## src/rtl/unidade_controle.sv

```systemverilog
// unidade_controle: multicycle T0-T3 control sequencer for the 16-bit bus processor
module unidade_controle (
   input  logic        Clock,
   input  logic        Resetn,
   input  logic        Run,
   input  logic [15:0] DIN,
   output logic        IRin,
   output logic [7:0]  Rin,
   output logic [7:0]  Rout,
   output logic        DINout,
   output logic        Gout,
   output logic        Ain,
   output logic        Gin,
   output logic [3:0]  sinal,
   output logic        Done
);
   typedef enum logic [1:0] {T0, T1, T2, T3} state_t;
   state_t state, next;
   logic [15:0] ir;
   logic [3:0] op;
   logic [7:0] rx_oh, ry_oh;
   logic is_alu;
   assign op = ir[15:12];
   assign rx_oh = 8'b1 << ir[11:9];
   assign ry_oh = 8'b1 << ir[8:6];
   assign is_alu = op inside {[4'd5:4'd10]};
   // state register and IR, which only loads on a fetch
   always_ff @(posedge Clock or negedge Resetn)
      if (!Resetn) begin
         state <= T0;
         ir <= '0;
      end else begin
         state <= next;
         if (state == T0 && Run) ir <= DIN;
      end
   // next state and control strobes; everything is held low during reset
   always_comb begin
      next = state;
      IRin = 1'b0;
      Rin = '0;
      Rout = '0;
      DINout = 1'b0;
      Gout = 1'b0;
      Ain = 1'b0;
      Gin = 1'b0;
      sinal = '0;
      Done = 1'b0;
      case (state)
         T0: begin
            IRin = Run;
            next = Run ? T1 : T0;
         end
         T1: if (op == 4'd0) begin
            Rout = ry_oh;
            Rin = rx_oh;
            Done = 1'b1;
            next = T0;
         end else if (op == 4'd1) begin
            DINout = 1'b1;
            Rin = rx_oh;
            Done = 1'b1;
            next = T0;
         end else if (is_alu) begin
            Rout = rx_oh;
            Ain = 1'b1;
            next = T2;
         end else begin
            Done = 1'b1;
            next = T0;
         end
         T2: begin
            Rout = ry_oh;
            Gin = 1'b1;
            sinal = op;
            next = T3;
         end
         T3: begin
            Gout = 1'b1;
            Rin = rx_oh;
            Done = 1'b1;
            next = T0;
         end
         default: next = T0;
      endcase
      if (!Resetn) begin
         IRin = 1'b0;
         Rin = '0;
         Rout = '0;
         DINout = 1'b0;
         Gout = 1'b0;
         Ain = 1'b0;
         Gin = 1'b0;
         sinal = '0;
         Done = 1'b0;
      end
   end
endmodule
```

## config.mk

```make
export PLATFORM = sky130hd
export DESIGN_NAME = unidade_controle
export DESIGN_NICKNAME = d
export VERILOG_FILES = /design/src/rtl/unidade_controle.sv
export SDC_FILE = /design/constraint.sdc
export NUM_CORES = 1
export LEC_CHECK = 0
export ABC_CLOCK_PERIOD_IN_PS = 2300
export CORE_ASPECT_RATIO = 1.2
export CORE_UTILIZATION = 40
export CTS_BUF_LIST = sky130_fd_sc_hd__clkbuf_8
export DETAILED_ROUTE_END_ITERATION = 6
export GPL_ROUTABILITY_DRIVEN = 0
export HOLD_SLACK_MARGIN = 0.1
export PLACE_DENSITY_LB_ADDON = 0.08
export SETUP_SLACK_MARGIN = 0.2
export SLEW_MARGIN = 20
export SYNTH_ARGS = -nofsm -noshare
export SYNTH_HDL_FRONTEND = slang
export SYNTH_SLANG_ARGS = --single-unit
```

## constraint.sdc

```tcl
create_clock -name Clock -period 2.3 [get_ports Clock]
set_clock_uncertainty 0.05 [all_clocks]
set_input_delay 0.46 -clock Clock [delete_from_list [all_inputs] [get_ports Clock]]
set_output_delay 0.46 -clock Clock [all_outputs]
set_load 0.05 [all_outputs]
```

==> flow_summary.ini, run 1 <==
[yosys]
share_of_flip_flops_with_an_asynchronous_set_or_reset_after_synthesis_pct = 100.0
yosys-top-cells-area = sky130_fd_sc_hd__dfrtp_1 (36%), sky130_fd_sc_hd__mux2_2 (15%), sky130_fd_sc_hd__ha_1 (7.5%), sky130_fd_sc_hd__o22ai_1 (4.5%), sky130_fd_sc_hd__nor2_1 (4.1%)
synth_most_common_cell = sky130_fd_sc_hd__dfrtp_1
portion_of_synthesized_cell_area_occupied_by_the_leading_cell_type_pct = 36.09
synth.ff_latch_count = 12
synth_top_cell_by_area = sky130_fd_sc_hd__dfrtp_1
netlist-cell-type-count = 25
synth_area_um2 = 832.0
mappedNetlistNets = 107
number_of_synthesized_flops_with_an_enable_pin = 0
yosys_warnings = 0
syn_area_per_cell_um2 = 10.02
synthCells = 83
ys.flop_type = sky130_fd_sc_hd__dfrtp_1
synth_sequential_area_ratio_pct = 36.09
top_cells_by_instance_count_after_synthesis = sky130_fd_sc_hd__dfrtp_1 (12), sky130_fd_sc_hd__mux2_2 (11), sky130_fd_sc_hd__nor2_1 (9)

[die]
initial_core_util_pct = 43.95
die_height_um = 51.96
floorplan.rows = 17
die_w_um = 43.64
ios = 45

[placement]
port_buffers = 38
dpl.hpwl_um = 1943

[cts]
post_cts.repair.setup_buffers = 13
clock_path_buffers = 2
clock_sink_count = 12
cts_hold_buffers = 0
cts-buffers-inserted = 3
cts_resized = 22
clock-root-buffer = sky130_fd_sc_hd__clkbuf_8
h-tree-depth = 1

[status]
last-stage-reached = clock tree synthesis (4_1_cts)
run_status = aborted with a tool error
log_error = [ERROR DPL-0038] Utilization greater than 100%, impossible to legalize
metrics by stage:
stage               setup slack [ps]  cell area, um^2  std cells  hold WS (ps)  utilization, %
detailed placement            -109.8             1673        144         525.2           88.37
global placement              -52.87             1673        144         499.1           88.37
floorplan                      28.69            974.7         83         114.4               -
logic make-up after synthesis:
group | Yosys count | synth area share (%)
and+or+nand+nor | 32 | 23.01
AOI/OAI and AO/OA | 16 | 14.59
muxes | 12 | 16.09
DFF | 12 | 36.09
buffers and inverters | 6 | 2.707
adders and majority gates | 5 | 7.519
==> inputs of run 2 (changes only) <==
==> config.mk (replaced) <==
export PLATFORM = sky130hd
export DESIGN_NAME = unidade_controle
export DESIGN_NICKNAME = d
export VERILOG_FILES = /design/src/rtl/unidade_controle.sv
export SDC_FILE = /design/constraint.sdc
export NUM_CORES = 1
export LEC_CHECK = 0
export ABC_CLOCK_PERIOD_IN_PS = 2300
export CORE_AREA = 2 2 63 65
export DETAILED_ROUTE_END_ITERATION = 6
export DIE_AREA = 0 0 65 67
export GPL_ROUTABILITY_DRIVEN = 0
export PLACE_DENSITY_LB_ADDON = 0.15
export SLEW_MARGIN = 20
export SYNTH_ARGS = -nofsm -noshare
export SYNTH_HDL_FRONTEND = slang
export SYNTH_SLANG_ARGS = --single-unit
==> flow_summary.ini, run 2 <==
[yosys]
synth_sequential_area_ratio_pct = 36.09
number_of_synthesized_flops_with_an_enable_pin = 0
synth_compound_area_share_pct = 14.59
mappedNetlistNets = 107
yosys_warnings = 0
portion_of_synthesized_cell_area_occupied_by_the_leading_cell_type_pct = 36.09
ys.flop_type = sky130_fd_sc_hd__dfrtp_1
post_synthesis_share_of_cell_area_spent_on_xor_and_xnor_gates_pct = 0
yosys-top-cells-area = sky130_fd_sc_hd__dfrtp_1 (36%), sky130_fd_sc_hd__mux2_2 (15%), sky130_fd_sc_hd__ha_1 (7.5%), sky130_fd_sc_hd__o22ai_1 (4.5%), sky130_fd_sc_hd__nor2_1 (4.1%)
synth_simple_gate_area_share_pct = 23.01
syn_area_per_cell_um2 = 10.02
synth_top_cell_by_area = sky130_fd_sc_hd__dfrtp_1
synth_most_common_cell = sky130_fd_sc_hd__dfrtp_1
netlist-cell-type-count = 25
top_cells_by_instance_count_after_synthesis = sky130_fd_sc_hd__dfrtp_1 (12), sky130_fd_sc_hd__mux2_2 (11), sky130_fd_sc_hd__nor2_1 (9)
synth_adder_area_share_pct = 7.519
share_of_flip_flops_with_an_asynchronous_set_or_reset_after_synthesis_pct = 100.0
synthCells = 83
combinational_family_with_the_most_area_after_synthesis = simple AND/OR/NAND/NOR gates
muxShareOfSynthArea_pct = 16.09
synth_area_um2 = 832.0
synth.ff_latch_count = 12

[placement]
post_dp_cell_area_um2 = 1620
port_buffers = 38
dpl.hpwl_um = 2029
placedCellCount = 175

[sta]
post-route-min-period_ps = 2375
setup_ws_ps = -75.18
setup_viol = 8
finalHoldWorstSlack_ps = 524.4
layout_worst_path_cycle_share_pct = 103.3
timing.setup.tns_ps = -348.9
final_hold_viol_count = 0
rsz0062_at_grt = yes
max-slew-margin-rel_pct = 70.77
worst-slew-pin-transition_ps = 437.4
final_max_slew_viol_count = 0
clock.fmax_mhz = 421.0

[routing]
antenna_left = 0
post_drt_wl_per_cell_um = 14.03
drt-vias-per-instance = 4.568
dr.pass1.iters = 3
total_number_of_vias = 836
remaining_drc_errors = 0
totalWireLength_um = 2567
initialDrtViolationCount = 20

[grt]
wire_length_of_the_first_global_routing_pass_um = 4188
pin_count_of_the_biggest_net_entering_global_routing = 25
grt_usage_pct = 12.78
overflow = 0
grt_antenna_before_repair = 0
first_global_vias = 881

[cts]
cts_tree = built
cts-buffers-inserted = 3
clock-root-buffer = sky130_fd_sc_hd__clkbuf_8
insertion_delay_ps = 230
clock_path_buffers = 2
clock_sink_count = 12
h-tree-depth = 1
clk_transition_reported_paths_ps = 50
cts_hold_buffers = 0

[min_path]
hold_class = reg2reg

[setup_path]
crit_start_category = register
path_max_fanout = 4
worstReg2RegEnd = ir[11]
setup.worst_path.end = Rout[7]
crit_path_end_kind = output port
critical_path_arrival_ps = 1870
required_ps = 1790
timing.reg2reg.setup_slack_ps = 710
worst-setup-path-type = reg2out
ff2ff_path_depth = 5

[power]
int_pwr_mw = 1.023
combPwrFrac_pct = 64.3
power_density_relative_to_cell_area_nw_per_um2 = 1011
switchingPower_uw = 872.6
seqPwrFrac_pct = 25.8
swShare_pct = 46.04
fin_total_pwr_mw = 1.895
power.ir.vdd_worst_mv = 0.4078
clock_power_share_pct = 9.9
leakage_nw = 0.7147

[die]
initial_core_util_pct = 23.07
die_w_um = 65
floorplan.core_area_um2 = 3606
ios = 45
floorplan.rows = 22
fp.dieArea_um2 = 4355
die_height_um = 67

[layout]
layout_commonest_cell = sky130_fd_sc_hd__buf_12
post_synthesis_to_final_layout_area_growth_pct = 125.4
fin_cells = 183
largest_register_ff_count = 10
drive_gt1_share_pct = 61.48
post-route-cell-area_um2 = 1876
insertedDiodeCount = 0
final_nets = 161
final_cell_mix = sky130_fd_sc_hd__buf_12 (26), sky130_fd_sc_hd__clkdlybuf4s50_1 (12), sky130_fd_sc_hd__mux2_2 (11), sky130_fd_sc_hd__dfrtp_1 (11)
regMostFlops = ir
layout_top_registers = ir (10), state (1)

[status]
violated_checks = negative setup slack
run_status = complete, but fails checks

[flow_run]
drv.max_cap_violation_count = 0
## run 2: cell counts after synthesis
Identical to the previous run, type by type.
## run 2: worst min-delay path by stage
stage	start	to	slack, ps	cells after the start
detailed placement	ir[8]	ir[8]	500	1
floorplan	Resetn	asynchronous set/reset pin	110	0
finish	ir[9]	ir[9]	520	1
global placement	ir[8]	ir[8]	490	1
global route	ir[9]	ir[9]	550	1
CTS	ir[9]	ir[9]	530	1
## run 2: per-layer routing
| layer | share of wire, % | track usage, % | wire, um |
|---|---|---|---|
| met2 | 56 | 24.23 | 1450 |
| met1 | 39 | 14.02 | 1000 |
| met3 | 3.2 | 1.858 | 81 |
| met5 | 0 | 0 | 0 |
| met4 | 1.3 | 5.585 | 34 |
## run 2: worst max-delay path, stage by stage (launching register included)
cell	delay, ps
sky130_fd_sc_hd__dfrtp_1	360
sky130_fd_sc_hd__inv_2	60
sky130_fd_sc_hd__buf_6	120
sky130_fd_sc_hd__ha_4	240
sky130_fd_sc_hd__and2_4	170
sky130_fd_sc_hd__nand4_1	110
sky130_fd_sc_hd__buf_6	160
sky130_fd_sc_hd__o22ai_2	220
sky130_fd_sc_hd__buf_12	170
## run 2: power groups by stage
stage	sequential, mW	combinational [mW]	clock [mW]
3_3_place_gp	0.464	0.979	0
4_1_cts	0.485	1.15	0.195
3_5_place_dp	0.470	1.00	0
6_report	0.489	1.22	0.187
5_1_grt	0.513	1.31	0.204
2_1_floorplan	0.433	0.617	0
## run 2: cell families (layout without fill, tap and decap cells)
logic type                 count (synthesis)  in the layout
DFF                                       12             12
muxes                                     12             12
buffers and inverters                      6             58
and+or+nand+nor                           32             32
adders and majority gates                  5              5
AOI/OAI and AO/OA                         16             16
## run 2: per-stage QoR
stage          util, %  setup slack, ps
2_1_floorplan        -           -274.5
3_3_place_gp     44.93           -87.02
3_5_place_dp     44.93           -122.6
4_1_cts          50.03           -114.9
5_1_grt          52.01           -182.7
6_report         52.01           -75.18
## run 2: timing repair
item                       4_1_cts  5_1_grt
setup endpoints to repair       16       17
pin swaps                       12       12
resized for setup               20       13
cloned                           0        0
setup buffers                    4        1
## run 2: area by class of cell
type                    instances  area, um^2
well taps                      48       60.06
repair buffers                 50       745.7
fillers                       327        1730
inverters                       5       18.77
clock buffers                   3       41.29
multi-input cells              65       708.2
flip-flops and latches         12       301.5
Note: power is estimated with default switching activity, not from simulation.
